## config.mk

```make
export PLATFORM = sky130hd
export DESIGN_NAME = dly_wmemi_arb
export DESIGN_NICKNAME = d
export VERILOG_FILES = /design/src/rtl/dly_wmemi_arb.sv
export SDC_FILE = /design/constraint.sdc
export NUM_CORES = 1
export LEC_CHECK = 0
export ABC_AREA = 1
export CAP_MARGIN = 20
export CORE_AREA = 2 2 381 383
export DETAILED_ROUTE_END_ITERATION = 8
export DIE_AREA = 0 0 383 385
export HOLD_SLACK_MARGIN = 0.03
export PLACE_DENSITY = 0.3
export SLEW_MARGIN = 20
export SYNTH_ARGS = -nofsm -noshare
export SYNTH_HDL_FRONTEND = slang
export SYNTH_SLANG_ARGS = --single-unit
```

## constraint.sdc

```tcl
create_clock -name wciS0_Clk -period 2.55 [get_ports wciS0_Clk]
set_clock_uncertainty 0.05 [all_clocks]
set_input_delay 0.51 -clock wciS0_Clk [delete_from_list [all_inputs] [get_ports wciS0_Clk]]
set_output_delay 0.51 -clock wciS0_Clk [all_outputs]
set_load 0.01 [all_outputs]
```

## src/rtl/dly_wmemi_arb.sv

```systemverilog
// Two-port WMEMI arbiter: lets two DelayWorker-class masters share one WMEMI
// memory slave. Command and write-data access is granted round-robin, one
// whole burst at a time. Read responses are steered back to the issuing port
// through an in-order tag FIFO that records which port owns each read burst.
module dly_wmemi_arb #(
  parameter int ADDR_WIDTH = 36,
  parameter int DATA_WIDTH = 128,
  parameter int TAG_DEPTH  = 4
) (
  input  logic                      wciS0_Clk,
  input  logic                      wciS0_MReset_n,

  // Slave port S0 (toward worker 0)
  input  logic [2:0]                wmemiS0_MCmd,
  input  logic [ADDR_WIDTH-1:0]     wmemiS0_MAddr,
  input  logic [11:0]               wmemiS0_MBurstLength,
  input  logic                      wmemiS0_MDataValid,
  input  logic                      wmemiS0_MDataLast,
  input  logic [DATA_WIDTH-1:0]     wmemiS0_MData,
  input  logic [DATA_WIDTH/8-1:0]   wmemiS0_MDataByteEn,
  output logic                      wmemiS0_SCmdAccept,
  output logic                      wmemiS0_SDataAccept,
  output logic [1:0]                wmemiS0_SResp,
  output logic                      wmemiS0_SRespLast,
  output logic [DATA_WIDTH-1:0]     wmemiS0_SData,

  // Slave port S1 (toward worker 1)
  input  logic [2:0]                wmemiS1_MCmd,
  input  logic [ADDR_WIDTH-1:0]     wmemiS1_MAddr,
  input  logic [11:0]               wmemiS1_MBurstLength,
  input  logic                      wmemiS1_MDataValid,
  input  logic                      wmemiS1_MDataLast,
  input  logic [DATA_WIDTH-1:0]     wmemiS1_MData,
  input  logic [DATA_WIDTH/8-1:0]   wmemiS1_MDataByteEn,
  output logic                      wmemiS1_SCmdAccept,
  output logic                      wmemiS1_SDataAccept,
  output logic [1:0]                wmemiS1_SResp,
  output logic                      wmemiS1_SRespLast,
  output logic [DATA_WIDTH-1:0]     wmemiS1_SData,

  // Master port M0 (toward memory controller)
  output logic [2:0]                wmemiM0_MCmd,
  output logic [ADDR_WIDTH-1:0]     wmemiM0_MAddr,
  output logic [11:0]               wmemiM0_MBurstLength,
  output logic                      wmemiM0_MDataValid,
  output logic                      wmemiM0_MDataLast,
  output logic [DATA_WIDTH-1:0]     wmemiM0_MData,
  output logic [DATA_WIDTH/8-1:0]   wmemiM0_MDataByteEn,
  input  logic                      wmemiM0_SCmdAccept,
  input  logic                      wmemiM0_SDataAccept,
  input  logic [1:0]                wmemiM0_SResp,
  input  logic                      wmemiM0_SRespLast,
  input  logic [DATA_WIDTH-1:0]     wmemiM0_SData,

  output logic                      arb_err
);

  localparam int BE_WIDTH = DATA_WIDTH / 8;
  localparam int PTR_W    = $clog2(TAG_DEPTH);
  localparam int CNT_W    = PTR_W + 1;
  localparam logic [CNT_W-1:0] FULL_CNT = CNT_W'(TAG_DEPTH);

  localparam logic [2:0] CMD_IDLE = 3'd0;
  localparam logic [2:0] CMD_READ = 3'd2;

  typedef enum logic [1:0] {
    ST_IDLE  = 2'd0,
    ST_CMD   = 2'd1,
    ST_WDATA = 2'd2
  } state_t;

  state_t r_state;
  logic   r_grant;       // 0 = S0, 1 = S1
  logic   r_last_grant;  // port that won the most recent arbitration

  // Slave-side request fields gathered into two-entry arrays for muxing
  logic [2:0]            w_mcmd   [2];
  logic [ADDR_WIDTH-1:0] w_maddr  [2];
  logic [11:0]           w_mlen   [2];
  logic                  w_mdv    [2];
  logic                  w_mdl    [2];
  logic [DATA_WIDTH-1:0] w_mdata  [2];
  logic [BE_WIDTH-1:0]   w_mbe    [2];

  assign w_mcmd[0]  = wmemiS0_MCmd;
  assign w_mcmd[1]  = wmemiS1_MCmd;
  assign w_maddr[0] = wmemiS0_MAddr;
  assign w_maddr[1] = wmemiS1_MAddr;
  assign w_mlen[0]  = wmemiS0_MBurstLength;
  assign w_mlen[1]  = wmemiS1_MBurstLength;
  assign w_mdv[0]   = wmemiS0_MDataValid;
  assign w_mdv[1]   = wmemiS1_MDataValid;
  assign w_mdl[0]   = wmemiS0_MDataLast;
  assign w_mdl[1]   = wmemiS1_MDataLast;
  assign w_mdata[0] = wmemiS0_MData;
  assign w_mdata[1] = wmemiS1_MData;
  assign w_mbe[0]   = wmemiS0_MDataByteEn;
  assign w_mbe[1]   = wmemiS1_MDataByteEn;

  // Tag FIFO state
  logic [TAG_DEPTH-1:0] r_tag_mem;
  logic [PTR_W-1:0]     r_wr_ptr;
  logic [PTR_W-1:0]     r_rd_ptr;
  logic [CNT_W-1:0]     r_count;
  logic                 r_arb_err;

  logic w_full;
  logic w_empty;
  logic w_head;
  logic w_push;
  logic w_pop;
  logic w_resp_any;
  logic w_resp_ok;

  assign w_full  = (r_count == FULL_CNT);
  assign w_empty = (r_count == '0);
  assign w_head  = r_tag_mem[r_rd_ptr];

  // Granted-port view of the request
  logic [2:0] w_g_cmd;
  logic       w_g_dv;
  logic       w_g_dl;

  assign w_g_cmd = w_mcmd[r_grant];
  assign w_g_dv  = w_mdv[r_grant];
  assign w_g_dl  = w_mdl[r_grant];

  // A read may only be granted while there is room to record its tag;
  // the full check uses the registered count, so a same-cycle pop does not help.
  logic w_elig0;
  logic w_elig1;
  logic w_pick;

  assign w_elig0 = (w_mcmd[0] != CMD_IDLE) && ((w_mcmd[0] != CMD_READ) || !w_full);
  assign w_elig1 = (w_mcmd[1] != CMD_IDLE) && ((w_mcmd[1] != CMD_READ) || !w_full);
  assign w_pick  = (w_elig0 && w_elig1) ? ~r_last_grant : w_elig1;

  assign w_push = (r_state == ST_CMD) && wmemiM0_SCmdAccept &&
                  (w_g_cmd == CMD_READ) && !w_full;

  assign w_resp_any = (wmemiM0_SResp != 2'd0);
  assign w_resp_ok  = w_resp_any && !w_empty;
  assign w_pop      = w_resp_ok && wmemiM0_SRespLast;

  // Burst-level arbitration FSM: pick a port, carry its command, then its write data
  always_ff @(posedge wciS0_Clk or negedge wciS0_MReset_n) begin
    if (!wciS0_MReset_n) begin
      r_state      <= ST_IDLE;
      r_grant      <= 1'b0;
      r_last_grant <= 1'b1;
    end else begin
      // NOTE: state registers use non-blocking assignment so every flop
      // samples pre-edge values regardless of statement order.
      unique case (r_state)
        ST_IDLE: begin
          if (w_elig0 || w_elig1) begin
            r_grant      <= w_pick;
            r_last_grant <= w_pick;
            r_state      <= ST_CMD;
          end
        end
        ST_CMD: begin
          if (wmemiM0_SCmdAccept) begin
            r_state <= (w_g_cmd == CMD_READ) ? ST_IDLE : ST_WDATA;
          end
        end
        ST_WDATA: begin
          if (w_g_dv && wmemiM0_SDataAccept && w_g_dl) begin
            r_state <= ST_IDLE;
          end
        end
        default: r_state <= ST_IDLE;
      endcase
    end
  end

  // Tag FIFO pointers and occupancy; push on read accept, pop on last response beat
  always_ff @(posedge wciS0_Clk or negedge wciS0_MReset_n) begin
    if (!wciS0_MReset_n) begin
      r_wr_ptr <= '0;
      r_rd_ptr <= '0;
      r_count  <= '0;
    end else begin
      if (w_push) r_wr_ptr <= r_wr_ptr + 1'b1;
      if (w_pop)  r_rd_ptr <= r_rd_ptr + 1'b1;
      unique case ({w_push, w_pop})
        2'b10:   r_count <= r_count + 1'b1;
        2'b01:   r_count <= r_count - 1'b1;
        default: r_count <= r_count;
      endcase
    end
  end

  // Tag storage: records which port issued each outstanding read burst
  always_ff @(posedge wciS0_Clk) begin
    // NOTE: storage is deliberately not reset; entries are only read while
    // r_count says they are valid, so reset values would be dead logic.
    if (w_push) r_tag_mem[r_wr_ptr] <= r_grant;
  end

  // Sticky error: a response beat arrived with no read outstanding
  always_ff @(posedge wciS0_Clk or negedge wciS0_MReset_n) begin
    if (!wciS0_MReset_n) begin
      r_arb_err <= 1'b0;
    end else if (w_resp_any && w_empty) begin
      r_arb_err <= 1'b1;
    end
  end

  assign arb_err = r_arb_err;

  // Command/data muxing toward memory and accept routing back to the granted port
  always_comb begin
    // NOTE: every output gets a default first so no path leaves a latch.
    wmemiM0_MCmd         = CMD_IDLE;
    wmemiM0_MAddr        = '0;
    wmemiM0_MBurstLength = '0;
    wmemiM0_MDataValid   = 1'b0;
    wmemiM0_MDataLast    = 1'b0;
    wmemiM0_MData        = '0;
    wmemiM0_MDataByteEn  = '0;
    wmemiS0_SCmdAccept   = 1'b0;
    wmemiS1_SCmdAccept   = 1'b0;
    wmemiS0_SDataAccept  = 1'b0;
    wmemiS1_SDataAccept  = 1'b0;
    unique case (r_state)
      ST_CMD: begin
        wmemiM0_MCmd         = w_g_cmd;
        wmemiM0_MAddr        = w_maddr[r_grant];
        wmemiM0_MBurstLength = w_mlen[r_grant];
        if (r_grant) wmemiS1_SCmdAccept = wmemiM0_SCmdAccept;
        else         wmemiS0_SCmdAccept = wmemiM0_SCmdAccept;
      end
      ST_WDATA: begin
        wmemiM0_MDataValid  = w_g_dv;
        wmemiM0_MDataLast   = w_g_dl;
        wmemiM0_MData       = w_mdata[r_grant];
        wmemiM0_MDataByteEn = w_mbe[r_grant];
        if (r_grant) wmemiS1_SDataAccept = wmemiM0_SDataAccept;
        else         wmemiS0_SDataAccept = wmemiM0_SDataAccept;
      end
      default: ;
    endcase
  end

  // Response steering: zero-latency routing to the port at the FIFO head
  assign wmemiS0_SResp     = (w_resp_ok && !w_head) ? wmemiM0_SResp     : 2'd0;
  assign wmemiS0_SRespLast = (w_resp_ok && !w_head) ? wmemiM0_SRespLast : 1'b0;
  assign wmemiS1_SResp     = (w_resp_ok &&  w_head) ? wmemiM0_SResp     : 2'd0;
  assign wmemiS1_SRespLast = (w_resp_ok &&  w_head) ? wmemiM0_SRespLast : 1'b0;

  // Read data is broadcast; SResp qualifies it per port
  assign wmemiS0_SData = wmemiM0_SData;
  assign wmemiS1_SData = wmemiM0_SData;

endmodule

```

==> flow_metrics.env <==
export IMPL_status="complete, no violations"
export IMPL_path_buf_inv=4
export IMPL_coreArea_um2=143000
export IMPL_drive_above_1_share=0.123
export IMPL_die_w_um=383
export IMPL_place_congestion=0.805
export IMPL_wl_met3_um=12300
export IMPL_syn2layout_area_growth_pct=130
export IMPL_fmaxAchievable_ghz=0.393
export IMPL_path_class="register to primary output"
export IMPL_grt_pass1_vias=8492
export IMPL_arrival_ps=1990
export IMPL_via_count=8196
export IMPL_route_met2_wl_um=40300
export IMPL_hp_class="register to register"
export IMPL_ant_nets=0
export IMPL_reg2regPathDepth=11
export IMPL_maxCapViolations=0
export IMPL_hold_ws_ps=418
export IMPL_holdCritStartpoint="r_last_grant"
export IMPL_final_hold_violation_count=0
export IMPL_slew_headroom=0.569
export IMPL_utilization=0.0908
export IMPL_overflow=0
export IMPL_wl_met1_um=31600
export IMPL_ys_ff_latch=16
export IMPL_synthDistinctLibCells=25
export IMPL_syn_area_um2=5650
export IMPL_crit_chain="inv_8 -> buf_16 -> nand2_1 -> a21oi_1 -> buf_4 -> clkdlybuf4s50_1"
export IMPL_netlist_instances=1028
export IMPL_clkTransAtPathRegs_ps=50
export IMPL_cts_root_buf="clkbuf_16"
export IMPL_viasPerCell=2.46
export IMPL_finalSetupViolCount=0
export IMPL_worstHoldPathCells=2
export IMPL_grt_use_total=0.107
export IMPL_cts_max_level=1
export IMPL_tritoncts="yes"
export IMPL_grt_pass1_wl_um=101000
export IMPL_core_rowCount=139
export IMPL_cts_buffers=3
export IMPL_r2r_slack_ps=100
export IMPL_grt_max_degree=52
export IMPL_first_pass_iters=5
export IMPL_dp_hpwl_um=76100
export IMPL_cp_slowest_stage_delay_ps=540
export IMPL_rsz0062_at_grt="yes"
export IMPL_worst_setup_path_start_kind="register"
export IMPL_p_per_area_nw_per_um2=692
export IMPL_drt_iter0_drc=333
export IMPL_cts_num_sinks=16
export IMPL_port_buffers=608
export IMPL_start_util=0.0395
export IMPL_drc=0
export IMPL_finalCritPeriodShare=0.999
export IMPL_die_area_um2=147000
export IMPL_wl_um=84700
export IMPL_nNetsFinal=1952
export IMPL_timing_final_crit_period_ps=2550
export IMPL_cts_buffer_depth=2
export IMPL_drv_slew=0
export IMPL_critPathMaxFanout=11
export IMPL_ys_seq_area_frac=0.0747
export IMPL_cp_end_kind="primary output"
export IMPL_synth_nets=1563
export IMPL_dp_cells=3293
export IMPL_p_leak_nw=5.50
export IMPL_maxUsedRoutingLayer="met4"
export IMPL_r2r_start="r_grant"
export IMPL_routedWlPerCell_um=25.5
export IMPL_clk_latency_ps=250
export IMPL_synth_yosys_warnings=0
export IMPL_layout_cells_non_filler=3326
export IMPL_r2r_end="r_count[1]"
export IMPL_pin_count=993
export IMPL_cp_top_family="buffers and inverters"
export IMPL_tightest_slew_ps=645
export IMPL_antenna_found_initial=45
export IMPL_die_height_um=385
export IMPL_critPathSlowestCell="dfrtp_4"
export IMPL_worstPathRequired_ps=1990
export IMPL_holdPathEnd="r_last_grant"
export IMPL_ir_drop_uv=354
export IMPL_finalSetupTns_ps=0
export IMPL_syn_avg_cell_area_um2=5.49
## state kept, by name, indices dropped and copies added (netlist names)
name,flops
r_wr_ptr,2
r_grant,1
r_count,3
r_state,2
r_last_grant,1
r_rd_ptr,2
arb_err,1
r_tag_mem,4
## where the power goes
group | switching, W | total (W) | internal [W]
Combinational | 0.00469 | 0.00817 | 0.00348
Sequential | 0.0000984 | 0.000474 | 0.000375
Clock | 0.000105 | 0.000344 | 0.000238
## per-layer routing
layer | vias up | GRT usage
li1 | 3768 | -
met3 | 62 | 0.0671
met2 | 795 | 0.181
met4 | 0 | 0.00372
met5 | - | 0
met1 | 3571 | 0.119
## cell usage after synthesis (all sizes together)
master | count | area [um^2]
a21oi | 198 | 991
nand2 | 420 | 1580
nor3 | 5 | 25.0
xnor2 | 1 | 8.76
fa | 1 | 20.0
dfstp | 1 | 26.3
a31o | 1 | 8.76
inv | 25 | 93.8
nor2 | 17 | 66.3
dfrtp | 11 | 275
or2 | 1 | 6.26
o21ai | 8 | 40.0
edfxtp | 4 | 120
ha | 5 | 62.6
buf | 309 | 2210
clkbuf | 11 | 41.3
nand3 | 6 | 35.0
xor2 | 3 | 26.3
nand4 | 1 | 6.26
## cell families (layout without fill, tap and decap cells)
family	count (synthesis)	after routing	share of synthesized area
AND/OR/NAND/NOR	450	450	0.305
XOR/XNOR	4	4	0.00620
adder cells (fa/ha/maj)	6	6	0.0146
flip-flops	16	16	0.0747
AO/OA/AOI/OAI	207	207	0.184
other	0	7	0
buffers and inverters	345	733	0.415
## placed cells by master (no fill, tap or decap), types with 11 or more instances in the layout
cell,instances
clkdlybuf4s50_1,404
nand2_1,402
buf_4,71
clkbuf_2,19
inv_1,22
a21oi_1,187
a21oi_2,11
dlymetal6s2s_1,12
nand2_2,12
dlygate4sd2_1,150
nor2_1,15
buf_12,20
## layout make-up
class                   instances  area, um^2
diodes                          7        17.5
clock buffers                   4        88.8
fillers                     16968      130000
inverters                      25         106
multi-input cells             667        3010
flip-flops and latches         16         425
well taps                    1903        2380
repair buffers                704        6960
## worst min-delay path: cells and delay by family, from the launching register on
family	cells	cell delay [ps]
simple gates	2	100
flops	1	360
## worst max-delay path by stage
stage | slack (ps) | depth (start not counted) | startpoint | endpoint
2_1_floorplan | 490 | 12 | r_grant | r_count[2]
5_1_grt | -110 | 6 | r_grant | wmemiM0_MData[90]
6_report | 4 | 6 | r_grant | wmemiM0_MData[90]
3_5_place_dp | -70 | 4 | wmemiS1_MAddr[21] | wmemiM0_MAddr[21]
4_1_cts | -110 | 5 | r_grant | wmemiM0_MBurstLength[0]
3_3_place_gp | -150 | 13 | wmemiS1_MCmd[0] | r_count[2]
## repair_timing
item / CTS / global route
pin swaps: 1 / 1
hold buffers: 0 / 0
endpoints found under the setup margin: 187 / 31
cloned: 3 / 1
resized for setup: 231 / 75
buffers inserted: 12 / 6
## per-stage QoR
step                power [W]  cell area, um^2  worst slack (ps)
detailed placement    0.00848            12700             -73.2
CTS                   0.00913            12900              -107
finish                0.00899            13000              3.62
global route          0.00984            13000              -110
global placement      0.00857            12700              -151
floorplan             0.00394             5650               489
No activity file was read; power rests on OpenSTA's default activity.
